[src/rtl/timer_sched_if.sv]
// Bus/status bundle for timer_sched.
//   master: bus side (drives tick, writes, read address; sees read data and status)
//   slave : timer_sched side
interface timer_sched_if #(
  parameter int CW = 16
);
  logic          tick;
  logic          wr_en;
  logic [4:0]    wr_addr;
  logic [CW-1:0] wr_data;
  logic [4:0]    rd_addr;
  logic [CW-1:0] rd_data;
  logic          int_n;
  logic [2:0]    int_id;
  logic          busy;
  logic          ovf;

  modport master (
    output tick, wr_en, wr_addr, wr_data, rd_addr,
    input  rd_data, int_n, int_id, busy, ovf
  );

  modport slave (
    input  tick, wr_en, wr_addr, wr_data, rd_addr,
    output rd_data, int_n, int_id, busy, ovf
  );
endinterface

[src/rtl/timer_sched.sv]
// timer_sched: NCH software-timer channels sharing one CW-bit decrement
// datapath. Each tick starts a round-robin scan (one channel per clock);
// a channel reaching count <= 1 raises its pending flag, and the lowest
// pending channel is reported on a registered active-low interrupt.
//   clk, rst : clock, async active-high reset
//   bus      : timer_sched_if.slave (tick, write port, read port, int_n,
//              int_id, busy, ovf)
// Address map {chan[2:0], reg[1:0]}: reg0 reload, reg1 ctrl {pend,per,en},
// reg2 ack (write), reg3 count (read). Address 31: write clears ovf,
// read returns {busy, ovf}.

// Per-channel register state. The scan result arrives precomputed from the
// shared datapath; bus writes are applied last so they win on collision.
module timer_sched_chan #(
  parameter int CW = 16
) (
  input  logic          clk,
  input  logic          rst,
  input  logic          svc,       // scan visits this channel while enabled
  input  logic          svc_fire,
  input  logic [CW-1:0] svc_cnt,
  input  logic          wr_rld,
  input  logic          wr_ctrl,
  input  logic          wr_ack,
  input  logic [CW-1:0] wr_data,
  output logic [CW-1:0] rld,
  output logic [CW-1:0] cnt,
  output logic          en,
  output logic          per,
  output logic          pend
);
  // A ctrl write disabling the channel cancels that cycle's service.
  logic do_svc;
  assign do_svc = svc && !(wr_ctrl && !wr_data[0]);

  always_ff @(posedge clk or posedge rst) begin
    if (rst) begin
      rld  <= '0;
      cnt  <= '0;
      en   <= 1'b0;
      per  <= 1'b0;
      pend <= 1'b0;
    end else begin
      if (do_svc) begin
        cnt <= svc_cnt;
        if (svc_fire && !per) en <= 1'b0;
      end
      if (wr_ack) pend <= 1'b0;
      // fire after ack so a same-cycle fire keeps pending set
      if (do_svc && svc_fire) pend <= 1'b1;
      if (wr_rld) rld <= wr_data;
      if (wr_ctrl) begin
        en  <= wr_data[0];
        per <= wr_data[1];
        if (!en && wr_data[0]) cnt <= rld;
      end
    end
  end
endmodule

module timer_sched #(
  parameter int NCH = 4,
  parameter int CW  = 16
) (
  input logic         clk,
  input logic         rst,
  timer_sched_if.slave bus
);
  typedef enum logic {IDLE, SCAN} state_t;

  state_t     state, state_nxt;
  logic [2:0] idx, idx_nxt;
  logic       tick_pend, tick_pend_nxt;
  logic       ovf_r, ovf_nxt;
  logic       last;

  // Channel state arrays are always 8 wide so a 3-bit channel index is
  // exact; slots at or above NCH read as zero.
  logic [7:0][CW-1:0] rld_a, cnt_a;
  logic [7:0]         en_a, per_a, pend_a;

  logic [2:0] wr_chan, rd_chan;
  logic [1:0] wr_reg, rd_reg;
  assign wr_chan = bus.wr_addr[4:2];
  assign wr_reg  = bus.wr_addr[1:0];
  assign rd_chan = bus.rd_addr[4:2];
  assign rd_reg  = bus.rd_addr[1:0];

  // Shared decrement/reload datapath for the channel under service.
  logic [CW-1:0] cur_cnt, cur_rld, svc_cnt;
  logic          svc_fire;
  assign cur_cnt  = cnt_a[idx];
  assign cur_rld  = rld_a[idx];
  assign svc_fire = (cur_cnt <= CW'(1));
  always_comb begin
    svc_cnt = cur_cnt - CW'(1);
    if (svc_fire) begin
      if (per_a[idx]) svc_cnt = (cur_rld == '0) ? CW'(1) : cur_rld;
      else            svc_cnt = '0;
    end
  end

  for (genvar i = 0; i < 8; i++) begin : g_ch
    if (i < NCH) begin : g_on
      timer_sched_chan #(.CW(CW)) u_ch (
        .clk      (clk),
        .rst      (rst),
        .svc      ((state == SCAN) && (idx == 3'(i)) && en_a[i]),
        .svc_fire (svc_fire),
        .svc_cnt  (svc_cnt),
        .wr_rld   (bus.wr_en && wr_chan == 3'(i) && wr_reg == 2'd0),
        .wr_ctrl  (bus.wr_en && wr_chan == 3'(i) && wr_reg == 2'd1),
        .wr_ack   (bus.wr_en && wr_chan == 3'(i) && wr_reg == 2'd2),
        .wr_data  (bus.wr_data),
        .rld      (rld_a[i]),
        .cnt      (cnt_a[i]),
        .en       (en_a[i]),
        .per      (per_a[i]),
        .pend     (pend_a[i])
      );
    end else begin : g_off
      assign rld_a[i]  = '0;
      assign cnt_a[i]  = '0;
      assign en_a[i]   = 1'b0;
      assign per_a[i]  = 1'b0;
      assign pend_a[i] = 1'b0;
    end
  end

  assign last = (idx == 3'(NCH - 1));

  always_ff @(posedge clk or posedge rst) begin
    if (rst) begin
      state     <= IDLE;
      idx       <= '0;
      tick_pend <= 1'b0;
      ovf_r     <= 1'b0;
    end else begin
      state     <= state_nxt;
      idx       <= idx_nxt;
      tick_pend <= tick_pend_nxt;
      ovf_r     <= ovf_nxt;
    end
  end

  always_comb begin
    state_nxt     = state;
    idx_nxt       = idx;
    tick_pend_nxt = tick_pend;
    ovf_nxt       = ovf_r;
    if (bus.wr_en && bus.wr_addr == 5'd31) ovf_nxt = 1'b0;
    case (state)
      IDLE: if (bus.tick) begin
        state_nxt = SCAN;
        idx_nxt   = '0;
      end
      SCAN: if (last) begin
        idx_nxt = '0;
        // A tick on the last cycle counts as latched: restart either way.
        // If one was already waiting, the new one stays latched.
        if (tick_pend || bus.tick) tick_pend_nxt = tick_pend && bus.tick;
        else                       state_nxt     = IDLE;
      end else begin
        idx_nxt = idx + 3'd1;
        if (bus.tick) begin
          if (tick_pend) ovf_nxt       = 1'b1;
          else           tick_pend_nxt = 1'b1;
        end
      end
      default: state_nxt = IDLE;
    endcase
  end

  // Interrupt outputs, one cycle behind the pending flags.
  logic [2:0] low_id;
  always_comb begin
    low_id = '0;
    for (int i = 7; i >= 0; i--)
      if (pend_a[i]) low_id = 3'(i);
  end

  always_ff @(posedge clk or posedge rst) begin
    if (rst) begin
      bus.int_n  <= 1'b1;
      bus.int_id <= '0;
    end else begin
      bus.int_n  <= ~|pend_a;
      bus.int_id <= low_id;
    end
  end

  assign bus.busy = (state == SCAN);
  assign bus.ovf  = ovf_r;

  always_comb begin
    bus.rd_data = '0;
    if (bus.rd_addr == 5'd31) bus.rd_data = CW'({bus.busy, ovf_r});
    else begin
      case (rd_reg)
        2'd0:    bus.rd_data = rld_a[rd_chan];
        2'd1:    bus.rd_data = CW'({pend_a[rd_chan], per_a[rd_chan], en_a[rd_chan]});
        2'd3:    bus.rd_data = cnt_a[rd_chan];
        default: bus.rd_data = '0;
      endcase
    end
  end
endmodule

[src/flat_wrapper.sv]
// flat-port wrapper written by rule: the top's interface ports become plain ports
module timer_sched_flat 
#(
  parameter int NCH = 4,
  parameter int CW  = 16
)
  (clk, rst, bus_tick, bus_wr_en, bus_wr_addr, bus_wr_data, bus_rd_addr, bus_rd_data, bus_int_n, bus_int_id, bus_busy, bus_ovf);
  timer_sched_if #(.CW(CW)) bus_i ();
  input logic clk;
  input logic rst;
  input wire logic [$bits(bus_i.tick)-1:0] bus_tick;
  input wire logic [$bits(bus_i.wr_en)-1:0] bus_wr_en;
  input wire logic [$bits(bus_i.wr_addr)-1:0] bus_wr_addr;
  input wire logic [$bits(bus_i.wr_data)-1:0] bus_wr_data;
  input wire logic [$bits(bus_i.rd_addr)-1:0] bus_rd_addr;
  output wire logic [$bits(bus_i.rd_data)-1:0] bus_rd_data;
  output wire logic [$bits(bus_i.int_n)-1:0] bus_int_n;
  output wire logic [$bits(bus_i.int_id)-1:0] bus_int_id;
  output wire logic [$bits(bus_i.busy)-1:0] bus_busy;
  output wire logic [$bits(bus_i.ovf)-1:0] bus_ovf;
  assign bus_i.tick = bus_tick;
  assign bus_i.wr_en = bus_wr_en;
  assign bus_i.wr_addr = bus_wr_addr;
  assign bus_i.wr_data = bus_wr_data;
  assign bus_i.rd_addr = bus_rd_addr;
  assign bus_rd_data = bus_i.rd_data;
  assign bus_int_n = bus_i.int_n;
  assign bus_int_id = bus_i.int_id;
  assign bus_busy = bus_i.busy;
  assign bus_ovf = bus_i.ovf;
  timer_sched #(.NCH(NCH), .CW(CW)) u_core (.clk(clk), .rst(rst), .bus(bus_i));
endmodule
[config.mk]
export PLATFORM = sky130hd
export DESIGN_NAME = timer_sched_flat
export DESIGN_NICKNAME = d
export VERILOG_FILES = /design/src/rtl/timer_sched_if.sv /design/src/rtl/timer_sched.sv /design/src/flat_wrapper.sv
export SDC_FILE = /design/constraint.sdc
export NUM_CORES = 1
export LEC_CHECK = 0
export CORE_ASPECT_RATIO = 1.75
export CORE_MARGIN = 1
export CORE_UTILIZATION = 25
export CTS_CLUSTER_SIZE = 12
export DETAILED_ROUTE_END_ITERATION = 12
export DONT_BUFFER_PORTS = 1
export GPL_TIMING_DRIVEN = 0
export SETUP_SLACK_MARGIN = 0.15
export SYNTH_ARGS = -nofsm -noshare
export SYNTH_HDL_FRONTEND = slang
export SYNTH_SLANG_ARGS = --single-unit
[constraint.sdc]
create_clock -name clk -period 6.1 [get_ports clk]
set_input_delay 1.22 -clock clk [delete_from_list [all_inputs] [get_ports clk]]
set_output_delay 1.22 -clock clk [all_outputs]
set_load 0.01 [all_outputs]
==> results.sh <==
export IMPL_status="complete, no violations"
export IMPL_muxShareOfSynthArea_pct=26.1
export IMPL_synth_xor_area_share_pct=0.584
export IMPL_finalCritPeriodShare_pct=90.4
export IMPL_startpoint="bus_rd_addr[3]"
export IMPL_use_met2_pct=35.0
export IMPL_ios=52
export IMPL_area_delta_synth_final_pct=13.2
export IMPL_postPlaceCellArea_um2=9620
export IMPL_rsz0062_at_grt="no"
export IMPL_cts_tree="yes"
export IMPL_route_detailed_drc=0
export IMPL_synth_top_area_cell="dfrtp_1"
export IMPL_met3_usage_pct=5.01
export IMPL_maxSlewViolCount=0
export IMPL_stdcell_count=1276
export IMPL_start_util_pct=25.5
export IMPL_end_kind="output port"
export IMPL_yosysWarningCount=0
export IMPL_gp_congestion=0.970
export IMPL_reg2reg_depth=12
export IMPL_rows=91
export IMPL_critPathRequiredTime_ns=4.88
export IMPL_antenna_left=0
export IMPL_power_density_nw_per_um2=525
export IMPL_peakVddDrop_uv=218
export IMPL_synth_edf_count=0
export IMPL_cp_arrival_ns=4.30
export IMPL_hold_viol=0
export IMPL_synth_simple_gate_area_share_pct=9.92
export IMPL_use_met1_pct=19.6
export IMPL_ys_seq_elements=149
export IMPL_synthTopCellsByCount="dfrtp_1, mux2_2, o21ai_0"
export IMPL_finalWirelength_um=35400
export IMPL_clock_fmax_mhz=181
export IMPL_post_dp_hpwl_um=25900
export IMPL_io_buffers=0
export IMPL_top_usage_layer="met2"
export IMPL_synth_top_area_share_pct=41.2
export IMPL_cp_start_kind="primary input"
export IMPL_avgRoutedWirePerCell_um=27.7
export IMPL_synth_cell_types=76
export IMPL_grt_pass1_vias=7788
export IMPL_clock_skew_ns=0.00940
export IMPL_syn_nets=813
export IMPL_slew_headroom_pct=4.32
export IMPL_syn_area_um2=8990
export IMPL_path_max_fanout=10
export IMPL_leakagePower_nw=4.07
export IMPL_hp_class="reg -> reg"
export IMPL_cts_made_buffers=17
export IMPL_die_h_um=253
export IMPL_maxCapViolations=0
export IMPL_synth_async_reset_ratio_pct=100
export IMPL_grt_max_degree=93
export IMPL_tightest_slew_ns=1.42
export IMPL_via_per_inst=5.99
export IMPL_clock_latency_ns=0.45
export IMPL_postCtsHoldBufs=0
export IMPL_htreeDepth=4
export IMPL_post_cts_setup_buffer_count=0
export IMPL_seq_area_frac_synth_pct=41.5
export IMPL_fin_crit_ns=5.52
export IMPL_dr_first_iter_drc_count=797
export IMPL_fin_nets=834
export IMPL_synth_top_family_by_area="multiplexers"
export IMPL_synth_compound_area_share_pct=18.0
export IMPL_layout_drive_gt1_share_pct=23.2
export IMPL_cts_buffer_depth=2
export IMPL_yosys_most_used_dff="dfrtp_1"
export IMPL_fin_ws_ns=0.584
export IMPL_finalSetupViolCount=0
export IMPL_min_from="u_core.g_ch[1].g_on.u_ch.pend"
export IMPL_synth_most_common_cell="dfrtp_1"
export IMPL_vias=7642
export IMPL_cts_clk_slew_worst_paths_ns=0.07
export IMPL_r2r_start="u_core.idx[1]"
export IMPL_synthAdderAreaFrac_pct=0.835
export IMPL_track_usage_pct=19.6
export IMPL_yosys_top_cells_area="dfrtp_1, mux4_2, mux2_2"
export IMPL_die_width_um=145
export IMPL_cts_sink_count=149
export IMPL_setup_tns_ns=0
export IMPL_core_area_um2=35300
export IMPL_dp_cells=1244
export IMPL_netlist_instances=777
export IMPL_firstDrtPassIters=5
export IMPL_antenna_found_initial=0
export IMPL_worstHoldPathCells=1
export IMPL_cts_resized=0
export IMPL_die_area_um2=36800
export IMPL_cts_root_buffer="clkbuf_16"
export IMPL_synth_area_per_cell_um2=11.6
export IMPL_grt_pass1_wl_um=52000
export IMPL_grt_overflow_total=0
export IMPL_diodes=0
export IMPL_holdWs_ns=0.477
export IMPL_critical_path_class="in -> out"
export IMPL_final_area_um2=10200
export IMPL_dpl_worst_slack_ns=0.712
==> worst max-delay path, stage by stage <==
cell and delay [ns]:
clkbuf_1 0.66, clkbuf_1 0.82, clkbuf_1 0.75, mux4_2 0.41, a22oi_1 0.27, nor2_1 0.15
==> per-layer routing <==
metal	share of wire, %	routed length [um]
met1	33	11600
met4	6.9	2440
met3	8.5	3000
met2	52	18400
met5	0	0
==> cells by family after synthesis <==
kind of cell,count (synthesis)
compound gates,234
simple gates,162
mux,158
flops,149
buf+inv,61
fa+ha+maj,6
xor+xnor,6
other cells,1
==> where the power goes <==
group          internal, mW  switching, mW
Clock                 0.540          0.476
Sequential             1.29          0.343
Combinational          1.09           1.61
==> layout make-up <==
| cell class | instances | area [um^2] |
|---|---|---|
| Fill cell | 3680 | 25100 |
| Multi-Input combinational cell | 567 | 5000 |
| Sequential cell | 149 | 3730 |
| Tap cell | 465 | 582 |
| Clock buffer | 18 | 439 |
| Buffer | 51 | 233 |
| Clock inverter | 14 | 118 |
| Inverter | 10 | 42.5 |
| Timing Repair Buffer | 2 | 35.0 |
==> sequential cells by signal (all words and copies together) (netlist names) <==
name	flops
u_core.bus.busy	1
u_core.bus.int_id	2
u_core.bus.int_n	1
u_core.bus.ovf	1
u_core.g_ch.g_on.u_ch.cnt	64
u_core.g_ch.g_on.u_ch.en	4
u_core.g_ch.g_on.u_ch.pend	4
u_core.g_ch.g_on.u_ch.per	4
u_core.g_ch.g_on.u_ch.rld	64
u_core.idx	3
u_core.tick_pend	1
==> stage by stage <==
stage / power (mW) / utilization, %
detailed placement: 4.25 / 27.3
global placement: 4.21 / 27.1
floorplan: 3.44 / -
global route: 5.57 / 28.8
finish: 5.34 / 28.8
CTS: 5.28 / 28.8
==> worst paths after layout <==
path / end / slack [ns]
setup / recovery: bus_rd_data[9] / 0.58
hold / removal: u_core.bus.int_n / 0.48
min in group asynchronous: u_core.g_ch[3].g_on.u_ch.rld[10] / 0.69
hold reg to reg: u_core.bus.int_n / 0.48
setup reg to reg: u_core.g_ch[1].g_on.u_ch.cnt[2] / 1.51
max in group asynchronous: u_core.bus.int_n / 4.53
==> cell usage in the layout, fill, tap and decap left out, types with 10 or more instances in the layout <==
cell,count
nor3_1,17
dfrtp_1,148
nand2_1,39
a31oi_1,15
clkbuf_1,33
mux2i_1,36
mux2_2,70
a21oi_1,13
clkbuf_16,17
a22o_1,12
and3_1,13
o21ai_1,25
nor2_1,25
a22oi_1,41
o21ai_0,60
nand3_1,12
mux4_2,44
o22ai_1,10
Power figures use the tool's default switching activity.
==> variant: new RTL, config.mk and constraints unchanged <==
`CW` is set to 16 in 4 places; all go to 24.
--- a/src/rtl/timer_sched_if.sv
+++ b/src/rtl/timer_sched_if.sv
@@ -2,7 +2,7 @@
 //   master: bus side (drives tick, writes, read address; sees read data and status)
 //   slave : timer_sched side
 interface timer_sched_if #(
-  parameter int CW = 16
+  parameter int CW = 24
 );
   logic          tick;
   logic          wr_en;
--- a/src/rtl/timer_sched.sv
+++ b/src/rtl/timer_sched.sv
@@ -12,7 +12,7 @@
 // Per-channel register state. The scan result arrives precomputed from the
 // shared datapath; bus writes are applied last so they win on collision.
 module timer_sched_chan #(
-  parameter int CW = 16
+  parameter int CW = 24
 ) (
   input  logic          clk,
   input  logic          rst,
@@ -60,7 +60,7 @@
 
 module timer_sched #(
   parameter int NCH = 4,
-  parameter int CW  = 16
+  parameter int CW  = 24
 ) (
   input logic         clk,
   input logic         rst,
--- a/src/flat_wrapper.sv
+++ b/src/flat_wrapper.sv
@@ -2,7 +2,7 @@
 module timer_sched_flat 
 #(
   parameter int NCH = 4,
-  parameter int CW  = 16
+  parameter int CW  = 24
 )
   (clk, rst, bus_tick, bus_wr_en, bus_wr_addr, bus_wr_data, bus_rd_addr, bus_rd_data, bus_int_n, bus_int_id, bus_busy, bus_ovf);
   timer_sched_if #(.CW(CW)) bus_i ();
Interface: changed (resized bus_rd_data and bus_wr_data); port bits go from 52 to 68. No check against the original RTL was run, so the function may have changed too.
==> variant against the original RTL <==
Total power grew 28%; sequential share of layout area decreased by 0.35 points; clock power grew 25%; setup slack worse by 0.36 ns; synthesized area rose by 46%; design area up 44%; sequential cell count increased by 64; via count is 54% higher; wire length is 78% higher; largest power group unchanged.
==> variant: results (changes against the original RTL) <==
Critical Path Fanout Max=10 (unchanged); largest net degree at the start of global routing=41 (-56%); placer congestion estimate=1.06 (+9.5%); Worst EP arrival=4.66 ns (+0.36 ns); clk slew on worst S/H paths=approximately 0.060 ns; Post-CTS Setup Bufs=0 (unchanged); Worst VDD drop=0.206 mV (-5.5%); clock latency on the worst-skew pair=0.55 ns (+0.10 ns); Hold Path Class=flop to flop; max_slew headroom=6.70% (+2.4 points); Largest regs=u_core.g_ch.g_on.u_ch.cnt (96), u_core.g_ch.g_on.u_ch.rld (96); first-pass GRT wire length=90700 microns (+75%); DRC violation total after the first TritonRoute iteration=1096 (+38%); Overall Global Routing Usage=23.9% (+4.3 points); first-pass iteration count of the detailed router=5 (unchanged); register area share after synthesis=40.7% (-0.78 points); P_int=3840 uW (+32%); Synth Warn #=0 (unchanged); FILL cells=5365 (+46%); CP max stage delay=1.00 ns (+0.18 ns); share of layout cells above drive strength 1=20.5% (-2.6 points); H-tree Lvls=1 (-3); Root Buffer Master=clkbuf_16; dpl ws=0.178 ns (-0.534 ns); Top FF cell, synth=dfrtp_1; TritonCTS Buffers=22 (+5); Worst Clk Skew=0.0221 ns (+0.0127 ns); CTS Buffer Depth=3 (+1); FFs w/ async S/R, synth=100% (unchanged); final wirelength=63100 microns (+78%); most common library cells after synthesis=dfrtp_1 (212), mux2_2 (99), o21ai_0 (98); delay-heaviest family, CP=buffers and inverters; number of global-route vias before repair=12581 (+62%); Slowest cell on crit path=clkdlybuf4s15_1; I/O Buffers=0 (unchanged); DP HPWL=46700 microns (+80%); Yosys cell types=77 (+1.3%); ranking of synthesized cells by area=dfrtp_1 (40%), mux4_2 (12%), mux2_2 (8.5%); vias per cell=6.10 (+1.8%); syn nets=1269 (+56%); leakage=0.00563 uW (+38%); status=completed; initial antenna violation count=1 (+1)
-- variant: final cells by class --
| class | instances | share of cell area [%] |
|---|---|---|
| repair buffers | 5 | 0.681 |
| inverters | 11 | 0.307 |
| flip-flops and latches | 213 | 36.3 |
| clock buffers | 29 | 4.14 |
| well taps | 672 | 5.72 |
| multi-input cells | 900 | 49.5 |
| clock inverters | 2 | 0.0852 |
| plain buffers | 101 | 3.28 |
| diodes | 2 | 0.0341 |
-- variant: final timing paths --
path | startpoint | endpoint | slack, ns | depth (start not counted)
max | bus_rd_addr[2] | bus_rd_data[16] | 0.22 | 7
min | u_core.g_ch[2].g_on.u_ch.pend$_DFFE_PP0P_ | u_core.bus.int_n$_DFF_PP1_ | 0.48 | 1
max reg2reg | u_core.idx[1]$_DFFE_PP0P_ | u_core.g_ch[3].g_on.u_ch.cnt[0]$_DFF_PP0_ | 0.82 | 11
min reg2reg | u_core.g_ch[2].g_on.u_ch.pend$_DFFE_PP0P_ | u_core.bus.int_n$_DFF_PP1_ | 0.48 | 1
max in group asynchronous | rst | u_core.g_ch[1].g_on.u_ch.rld[19]$_DFFE_PP0P_ | 4.17 | 4
min in group asynchronous | rst | u_core.g_ch[0].g_on.u_ch.cnt[4]$_DFF_PP0_ | 0.71 | 1
-- variant: through the flow --
step	std cells	instance area, sq um	util [%]
2_1_floorplan	1225	13100	-
3_3_place_gp	1897	13900	27.0
3_5_place_dp	1902	14000	27.2
4_1_cts	1933	14700	28.4
5_1_grt	1933	14700	28.5
6_report	1935	14700	28.5
-- variant: per-layer routing --
layer,GRT usage (%),wire [microns],vias to the layer above,part of all wire (%)
li1,-,-,4758,-
met1,23.5,19700,5929,31
met2,41.3,31200,794,49
met3,5.04,4940,320,7.8
met4,22.4,7300,2,12
met5,0,13,-,0.021
-- variant: logic make-up after synthesis --
family / after synthesis / synth area share, %
AO/OA/AOI/OAI: 345 / 16.6
buffers and inverters: 112 / 3.84
flip-flops: 213 / 40.7
multiplexers: 232 / 25.4
AND/OR/NAND/NOR: 310 / 12.4
XOR/XNOR: 6 / 0.401
adder cells (fa/ha/maj): 6 / 0.573
other: 1 / 0.0286
-- variant: power groups by stage --
stage,Combinational [uW],Clock [uW],Sequential [uW]
after detailed placement,3130,0,2320
final,3230,1280,2310
after floorplan,2230,0,2120
after global placement,3080,0,2290
after CTS,3140,1290,2290
after global routing,3400,1350,2360
-- variant: timing repair --
| action | 4_1_cts | 5_1_grt |
|---|---|---|
| hold buffers | 0 | 0 |
| gates resized for setup | 0 | 8 |
| endpoints found under the setup margin | 0 | 6 |
